===== src/rtl/wb_arb_pkg.sv =====
// Shared types for the two-master Wishbone round-robin arbiter.
// Holds the FSM encoding and the watchdog counter width.
package wb_arb_pkg;

    typedef enum logic {
        IDLE = 1'b0,
        BUSY = 1'b1
    } state_e;

    localparam int CNT_W = 16;

endpackage


===== src/rtl/wb_watchdog.sv =====
// Strobe watchdog: counts unterminated strobe cycles and pulses
// abort_o for one cycle when the count reaches TIMEOUT.
module wb_watchdog
    import wb_arb_pkg::*;
#(
    parameter int TIMEOUT = 255
) (
    input  logic clk_i,
    input  logic rst_n,
    input  logic en_i,
    input  logic stb_i,
    input  logic term_i,
    output logic abort_o
);

    localparam logic [CNT_W-1:0] LIMIT = CNT_W'(TIMEOUT);
    localparam logic WD_ON = (TIMEOUT != 0);

    logic [CNT_W-1:0] cnt_q;
    logic [CNT_W-1:0] cnt_d;

    // A termination in the limit cycle wins over the abort.
    always_comb begin
        abort_o = WD_ON && en_i && stb_i && !term_i
                  && (cnt_q == LIMIT);
        cnt_d = cnt_q;
        if (!WD_ON || !en_i || term_i || abort_o) begin
            cnt_d = '0;
        end else if (stb_i) begin
            cnt_d = cnt_q + 1'b1;
        end
    end

    always_ff @(posedge clk_i or negedge rst_n) begin
        if (!rst_n) begin
            cnt_q <= '0;
        end else begin
            cnt_q <= cnt_d;
        end
    end

endmodule


===== src/rtl/wb_rr_arbiter.sv =====
// Two-master / one-slave Wishbone classic arbiter with round-robin
// grant held for the whole cycle and a hung-access watchdog.
module wb_rr_arbiter
    import wb_arb_pkg::*;
#(
    parameter int AW      = 32,
    parameter int DW      = 32,
    parameter int TIMEOUT = 255
) (
    input  logic              wb_clk_i,
    input  logic              rst_n,
    input  logic [AW-1:0]     m0_adr_i,
    input  logic [DW-1:0]     m0_dat_i,
    input  logic [DW/8-1:0]   m0_sel_i,
    input  logic              m0_we_i,
    input  logic              m0_cyc_i,
    input  logic              m0_stb_i,
    output logic [DW-1:0]     m0_dat_o,
    output logic              m0_ack_o,
    output logic              m0_err_o,
    output logic              m0_rty_o,
    input  logic [AW-1:0]     m1_adr_i,
    input  logic [DW-1:0]     m1_dat_i,
    input  logic [DW/8-1:0]   m1_sel_i,
    input  logic              m1_we_i,
    input  logic              m1_cyc_i,
    input  logic              m1_stb_i,
    output logic [DW-1:0]     m1_dat_o,
    output logic              m1_ack_o,
    output logic              m1_err_o,
    output logic              m1_rty_o,
    output logic [AW-1:0]     s_adr_o,
    output logic [DW-1:0]     s_dat_o,
    output logic [DW/8-1:0]   s_sel_o,
    output logic              s_we_o,
    output logic              s_cyc_o,
    output logic              s_stb_o,
    input  logic [DW-1:0]     s_dat_i,
    input  logic              s_ack_i,
    input  logic              s_err_i,
    input  logic              s_rty_i,
    output logic [1:0]        gnt_o,
    output logic              timeout_o
);

    state_e     state_q;
    state_e     state_d;
    logic [1:0] gnt_q;
    logic [1:0] gnt_d;
    logic       last_q;
    logic       last_d;

    logic            busy;
    logic            g1;
    logic [AW-1:0]   m_adr;
    logic [DW-1:0]   m_dat;
    logic [DW/8-1:0] m_sel;
    logic            m_we;
    logic            m_cyc;
    logic            m_stb;
    logic            term;
    logic            abort;

    assign busy = (state_q == BUSY);
    assign g1   = gnt_q[1];

    assign m_adr = g1 ? m1_adr_i : m0_adr_i;
    assign m_dat = g1 ? m1_dat_i : m0_dat_i;
    assign m_sel = g1 ? m1_sel_i : m0_sel_i;
    assign m_we  = g1 ? m1_we_i  : m0_we_i;
    assign m_cyc = busy & (g1 ? m1_cyc_i : m0_cyc_i);
    assign m_stb = m_cyc & (g1 ? m1_stb_i : m0_stb_i);
    assign term  = s_ack_i | s_err_i | s_rty_i;

    wb_watchdog #(
        .TIMEOUT (TIMEOUT)
    ) u_wdog (
        .clk_i   (wb_clk_i),
        .rst_n   (rst_n),
        .en_i    (m_cyc),
        .stb_i   (m_stb),
        .term_i  (term),
        .abort_o (abort)
    );

    assign s_adr_o = busy ? m_adr : '0;
    assign s_dat_o = busy ? m_dat : '0;
    assign s_sel_o = busy ? m_sel : '0;
    assign s_we_o  = busy & m_we;
    assign s_cyc_o = m_cyc & ~abort;
    assign s_stb_o = m_stb & ~abort;

    assign m0_dat_o = s_dat_i;
    assign m1_dat_o = s_dat_i;

    assign m0_ack_o = m_cyc & ~g1 & s_ack_i;
    assign m0_err_o = m_cyc & ~g1 & (s_err_i | abort);
    assign m0_rty_o = m_cyc & ~g1 & s_rty_i;
    assign m1_ack_o = m_cyc & g1 & s_ack_i;
    assign m1_err_o = m_cyc & g1 & (s_err_i | abort);
    assign m1_rty_o = m_cyc & g1 & s_rty_i;

    assign gnt_o     = gnt_q;
    assign timeout_o = abort;

    always_comb begin
        state_d = state_q;
        gnt_d   = gnt_q;
        last_d  = last_q;
        unique case (state_q)
            IDLE: begin
                if (m0_cyc_i || m1_cyc_i) begin
                    state_d = BUSY;
                    // On contention the master that did not go last wins.
                    if (m0_cyc_i && m1_cyc_i) begin
                        gnt_d = last_q ? 2'b01 : 2'b10;
                    end else begin
                        gnt_d = m1_cyc_i ? 2'b10 : 2'b01;
                    end
                end
            end
            BUSY: begin
                if (!m_cyc) begin
                    state_d = IDLE;
                    last_d  = g1;
                    gnt_d   = 2'b00;
                end
            end
        endcase
    end

    always_ff @(posedge wb_clk_i or negedge rst_n) begin
        if (!rst_n) begin
            state_q <= IDLE;
            gnt_q   <= 2'b00;
            last_q  <= 1'b1;
        end else begin
            state_q <= state_d;
            gnt_q   <= gnt_d;
            last_q  <= last_d;
        end
    end

endmodule


===== config.mk =====
export PLATFORM = sky130hd
export DESIGN_NAME = wb_rr_arbiter
export DESIGN_NICKNAME = d
export VERILOG_FILES = /design/src/rtl/wb_arb_pkg.sv /design/src/rtl/wb_watchdog.sv /design/src/rtl/wb_rr_arbiter.sv
export SDC_FILE = /design/constraint.sdc
export NUM_CORES = 1
export LEC_CHECK = 0
export CAP_MARGIN = 25
export CORE_AREA = 5 5 121 123
export CTS_CLUSTER_SIZE = 28
export DETAILED_ROUTE_END_ITERATION = 10
export DIE_AREA = 0 0 126 128
export MAX_ROUTING_LAYER = met4
export PLACE_DENSITY = 0.72
export RECOVER_POWER = 100
export SLEW_MARGIN = 25
export SYNTH_ARGS = -nofsm -noshare
export SYNTH_HDL_FRONTEND = slang
export SYNTH_SLANG_ARGS = --single-unit

===== constraint.sdc =====
create_clock -name wb_clk_i -period 5.72 [get_ports wb_clk_i]
set_clock_uncertainty 0.05 [all_clocks]
set_input_delay 1.43 -clock wb_clk_i [delete_from_list [all_inputs] [get_ports wb_clk_i]]
set_output_delay 1.43 -clock wb_clk_i [all_outputs]
set_load 0.1 [all_outputs]

After elaboration in Yosys (flattened, before gate mapping):

Index checks and enable logic that the tools add are counted.

* logic and storage cells: 60
* output and inout port bits: 144
* register bits: 20
* input bits: 179

* equality and inequality tests: 3
* reduce and logical (&&, ||, !) cells: 12
* add/subtract/negate cells: 1
* multiplexer cells: 20
* bitwise gates (word level): 20

Operators with widths (count)
* 32-bit 2-to-1 mux: 4
* 16-bit 2-to-1 mux: 2
* 16-bit by 1-bit adder with 16-bit output, second input constant: 1
* 16-bit by 8-bit equality test with 1-bit output, second input constant: 1
* 1-bit AND: 13
* 2-bit 2-to-1 mux: 5
* 4-bit 2-to-1 mux: 2
* 1-bit 2-to-1 mux: 5
* 1-bit logical AND: 4
* 2-bit inequality test, second input constant: 2
* 1-bit inverter: 4
* 2-bit one-hot mux with 2 select lines: 1
* 2-bit AND reduction: 2
* 1-bit logical OR: 3
* 1-bit OR: 3
* 1-bit zero test: 2
* 1-bit one-hot mux with 2 select lines: 1
* 2-bit nonzero test: 1

Logic depth before layout (Yosys ltp):

* depth after elaboration: 8
* depth in mapped cells: 6
* depth with buffers taken out: 5

Hierarchy:

A second synthesis with hierarchy kept.

* cells, all modules: 343
* area total of the unflattened synthesis: 2781.4 um^2

Modules (own cells, without submodules)
* wb_rr_arbiter: cells an instance 260, area each 1919.3 um^2, seq. area each 101.3 um^2, times used 1
* wb_watchdog: cells an instance 83, area each 862.1 um^2, seq. area each 400.4 um^2, times used 1

Worst setup path after synthesis:

No wires, ideal clock.

* path type: input-to-output
* from: input s_err_i
* to: output s_stb_o
* cell stages on the path: 4
* required time: 4.240 ns
* arrival time: 5.138 ns
* buffers on the path: 0
* slack: -0.898 ns
* cells stage by stage: nor3_1 -> nand3_1 -> a2111oi_2 -> nor3_1

* cells in the longest elaborated chain, start to end: 7

RTL lines
* start: declaration: line wb_rr_arbiter.sv:40 `input logic s_err_i,`
* 1-bit OR (2 in a row): line wb_rr_arbiter.sv:73 `assign term = s_ack_i | s_err_i | s_rty_i;`
* 1-bit zero test: line wb_watchdog.sv:24 `abort_o = WD_ON && en_i && stb_i && !term_i`
* 1-bit logical AND: line wb_watchdog.sv:24
* 1-bit logical AND: line wb_watchdog.sv:25 `&& (cnt_q == LIMIT);`
* named net timeout_o: line wb_rr_arbiter.sv:43 `output logic timeout_o`
* 1-bit inverter: line wb_rr_arbiter.sv:91 `assign s_stb_o = m_stb & ~abort;`
* 1-bit AND: line wb_rr_arbiter.sv:91
* end: declaration: line wb_rr_arbiter.sv:37 `output logic s_stb_o,`

The timed path passes the listed nets, and every way through them passes these cells.

Worst setup path in the final report:

* from: input m1_cyc_i
* to: output m0_err_o

* cells in the longest elaborated chain, start to end: 8
* elaborated cells between the ends (all ways): 9
* those cells by class: 1 x mux; 5 x bitwise; 3 x reduce/logical

RTL lines
* start: declaration: line wb_rr_arbiter.sv:26 `input logic m1_cyc_i,`
* 1-bit 2-to-1 mux (*): line wb_rr_arbiter.sv:71 `assign m_cyc = busy & (g1 ? m1_cyc_i : m0_cyc_i);`
* 1-bit AND (*): line wb_rr_arbiter.sv:71
* 1-bit AND: line wb_rr_arbiter.sv:72 `assign m_stb = m_cyc & (g1 ? m1_stb_i : m0_stb_i);`
* 1-bit logical AND (2 in a row): line wb_watchdog.sv:24
* 1-bit logical AND: line wb_watchdog.sv:25
* 1-bit OR: line wb_rr_arbiter.sv:97 `assign m0_err_o = m_cyc & ~g1 & (s_err_i | abort);`
* 1-bit AND (*): line wb_rr_arbiter.sv:97
* end: declaration: line wb_rr_arbiter.sv:20 `output logic m0_err_o,`

Every way passes the cells marked *; elsewhere a longest branch is shown, timed or not.

==> flow_metrics.tcl <==
set metrics [dict create \
    outcome "completed" \
    die_width_um 126 \
    setup_viol 0 \
    fin_setup_tns_ps 0 \
    finalHoldViolCount 0 \
    r2r-start "gnt_o[1]" \
    ir_drop_v 0.000204 \
    grt_max_degree 74 \
    regToRegSetupSlack_ps 2770 \
    grt_setup_unrepaired "no" \
    synth_compound_gate_area_share 0.0745 \
    syn-num-nets 528 \
    hold_path_end "last_q" \
    p_per_area_nw_per_um2 404 \
    core_um2 13600 \
    post-cts-setup-buffers 0 \
    hpwl_um 10300 \
    synth_top_family_by_area "multiplexers" \
    root_buffer "clkbuf_16" \
    io_pins 323 \
    finalNetCount 677 \
    ys_ff_latch 20 \
    diodes 0 \
    synth_xor_area_frac 0.0261 \
    ys_types 39 \
    synth_warnings 0 \
    synth-simple-area-share 0.215 \
    min_period_ps 5230 \
    area_growth_pct 57.9 \
    syn_avg_cell_area_um2 7.72 \
    clk_pin_slew_ps 50 \
    path_class "in -> out" \
    cts_tree "built" \
    synth-async-reset-ratio 1.00 \
    final_util 0.313 \
    grt_pass1_vias 3042 \
    relSlewSlack 0.170 \
    final_cell_count_no_fill 676 \
    drive_gt1_frac 0.0806 \
    synth-edff-count 0 \
    portBuffers 226 \
    fp.dieArea_um2 16100 \
    cap_viol_max_count 0 \
    pre_cts_ws_ps 786 \
    via_per_inst 4.31 \
    die_h_um 128 \
    h-tree-depth 1 \
    yosys_most_used_dff "dfrtp_1" \
    cts.sinks 20 \
    synthAdderAreaFrac 0.00466 \
    synthCells 348 \
    min_from "last_q" \
    drc 0 \
    hp-class "reg -> reg" \
    cts_hold_buffers 0 \
    syn_area_um2 2690 \
    arrival_ps 3750 \
    max_freq_mhz 191 \
    clockBufferDepth 2 \
    cts_buffers 3 \
    r2r_cells 4 \
    num_vias 2914 \
    reg2reg_to "u_wdog.cnt_q[2]" \
    antenna_found_initial 0 \
    ys_seq_area_frac 0.187 \
    ant_nets 0 \
    initial_core_util 0.198 \
    drtIter0Drc 85 \
    rows 43 \
    slew_violations 0 \
    fillers 1514 \
    grt_pass1_wl_um 16900 \
    track_usage 0.135 \
    total_leakage_power_uw 0.00166 \
    cp-start-kind "input pin" \
    wire_per_inst_um 17.6 \
    end_kind "primary output" \
    crit_fanout 10 \
    clkLatencyLatePin_ps 250 \
    place_congestion 0.814 \
    dp.cells 672 \
    synthMuxAreaShare 0.272 \
    worstHoldPathCells 2 \
    cts_resized 0 \
    fin_ws_ps 485 \
    whs_ps 448 \
    first_pass_iters 4 \
    min_period_over_period 0.915 \
    crit_required_ps 4240 \
    finalWirelength_um 11900 \
    grt_overflow_total 0 \
    worst_pin_slew_ps 1250 \
]
## layer usage
| metal | part of all wire | routed length [um] | GRT usage | vias up |
|---|---|---|---|---|
| met1 | 0.33 | 3960 | 0.135 | 1314 |
| met2 | 0.56 | 6680 | 0.259 | 154 |
| met5 | 0 | 0 | - | - |
| met3 | 0.089 | 1060 | 0.0433 | 22 |
| met4 | 0.016 | 189 | 0.0259 | 0 |
| li1 | - | - | - | 1424 |
## how the worst max path moves through the flow
stage | endpoint | cells past startpoint | slack [ps] | from
floorplan | s_stb_o | 4 | 110 | m1_cyc_i
global placement | m0_err_o | 6 | 870 | m1_cyc_i
detailed placement | m0_err_o | 6 | 790 | m1_cyc_i
CTS | m0_err_o | 6 | 760 | m1_cyc_i
global route | s_sel_o[1] | 4 | 300 | gnt_o[1]
finish | m0_err_o | 6 | 490 | m1_cyc_i
## synthesized netlist by cell type (all sizes together), types with 2 or more instances
| master | count | area, um^2 |
|---|---|---|
| a2111oi | 2 | 23.8 |
| buf | 76 | 543 |
| inv | 6 | 22.5 |
| clkbuf | 7 | 26.3 |
| mux2i | 72 | 721 |
| dfrtp | 19 | 475 |
| xnor2 | 7 | 61.3 |
| a21oi | 7 | 35.0 |
| nor2 | 87 | 327 |
| a211oi | 4 | 30.0 |
| nor4 | 2 | 12.5 |
| nand2 | 6 | 22.5 |
| nand4 | 5 | 46.3 |
| nor3 | 8 | 40.0 |
| a211o | 2 | 17.5 |
| o21ai | 8 | 40.0 |
| or3 | 3 | 18.8 |
| nand3 | 9 | 45.0 |
| a31oi | 2 | 12.5 |
## state kept, by name, summed over array words and instances (netlist names)
| signal | cells |
|---|---|
| busy | 1 |
| gnt_o | 2 |
| last_q | 1 |
| u_wdog.cnt_q | 16 |
## power by group
group          total, uW  internal (uW)  switching, uW  leakage (uW)
logic               1360            279           1080       0.00135
registers            202            153           49.6      0.000270
clock network        153            106           47.1     0.0000442
## worst max-delay path: stages
cell and delay, ps:
dlygate4sd3_1 730, nand4_1 320, a211oi_1 590, a21oi_1 200, nor3_2 150, buf_4 320
## metrics by stage
| stage | cell area (um^2) | total power, uW |
|---|---|---|
| floorplan | 2700 | 1520 |
| global placement | 4440 | 1650 |
| detailed placement | 4440 | 1660 |
| CTS | 4530 | 1810 |
| global route | 4240 | 1780 |
| finish | 4240 | 1710 |
## kinds of logic after synthesis
logic type,count (synthesis)
AOI/OAI and AO/OA,30
xor gates and xnor gates,8
adders and majority gates,1
buffers and inverters,89
DFF,20
muxes,73
and+or+nand+nor,127
## final cells by class
class	count	area [um^2]	area share
timing repair buffer	227	1820	0.430
multi-input combinational	239	1580	0.372
sequential	20	503	0.119
tap	180	225	0.0531
clock buffer	4	88.8	0.0209
inverter	6	25.0	0.00590
## placed cells by master (no fill, tap or decap), drive strengths merged, types with 3 or more instances in the layout
cell	count
or3	3
a211oi	4
clkdlybuf4s50	143
nand4	5
o21ai	8
buf	6
nor3	8
xnor2	7
nand2	6
nand3	9
mux2i	72
dfrtp	19
a21oi	7
inv	6
dlygate4sd3	4
clkbuf	78
nor2	87
(Power assumes the default switching activity.)
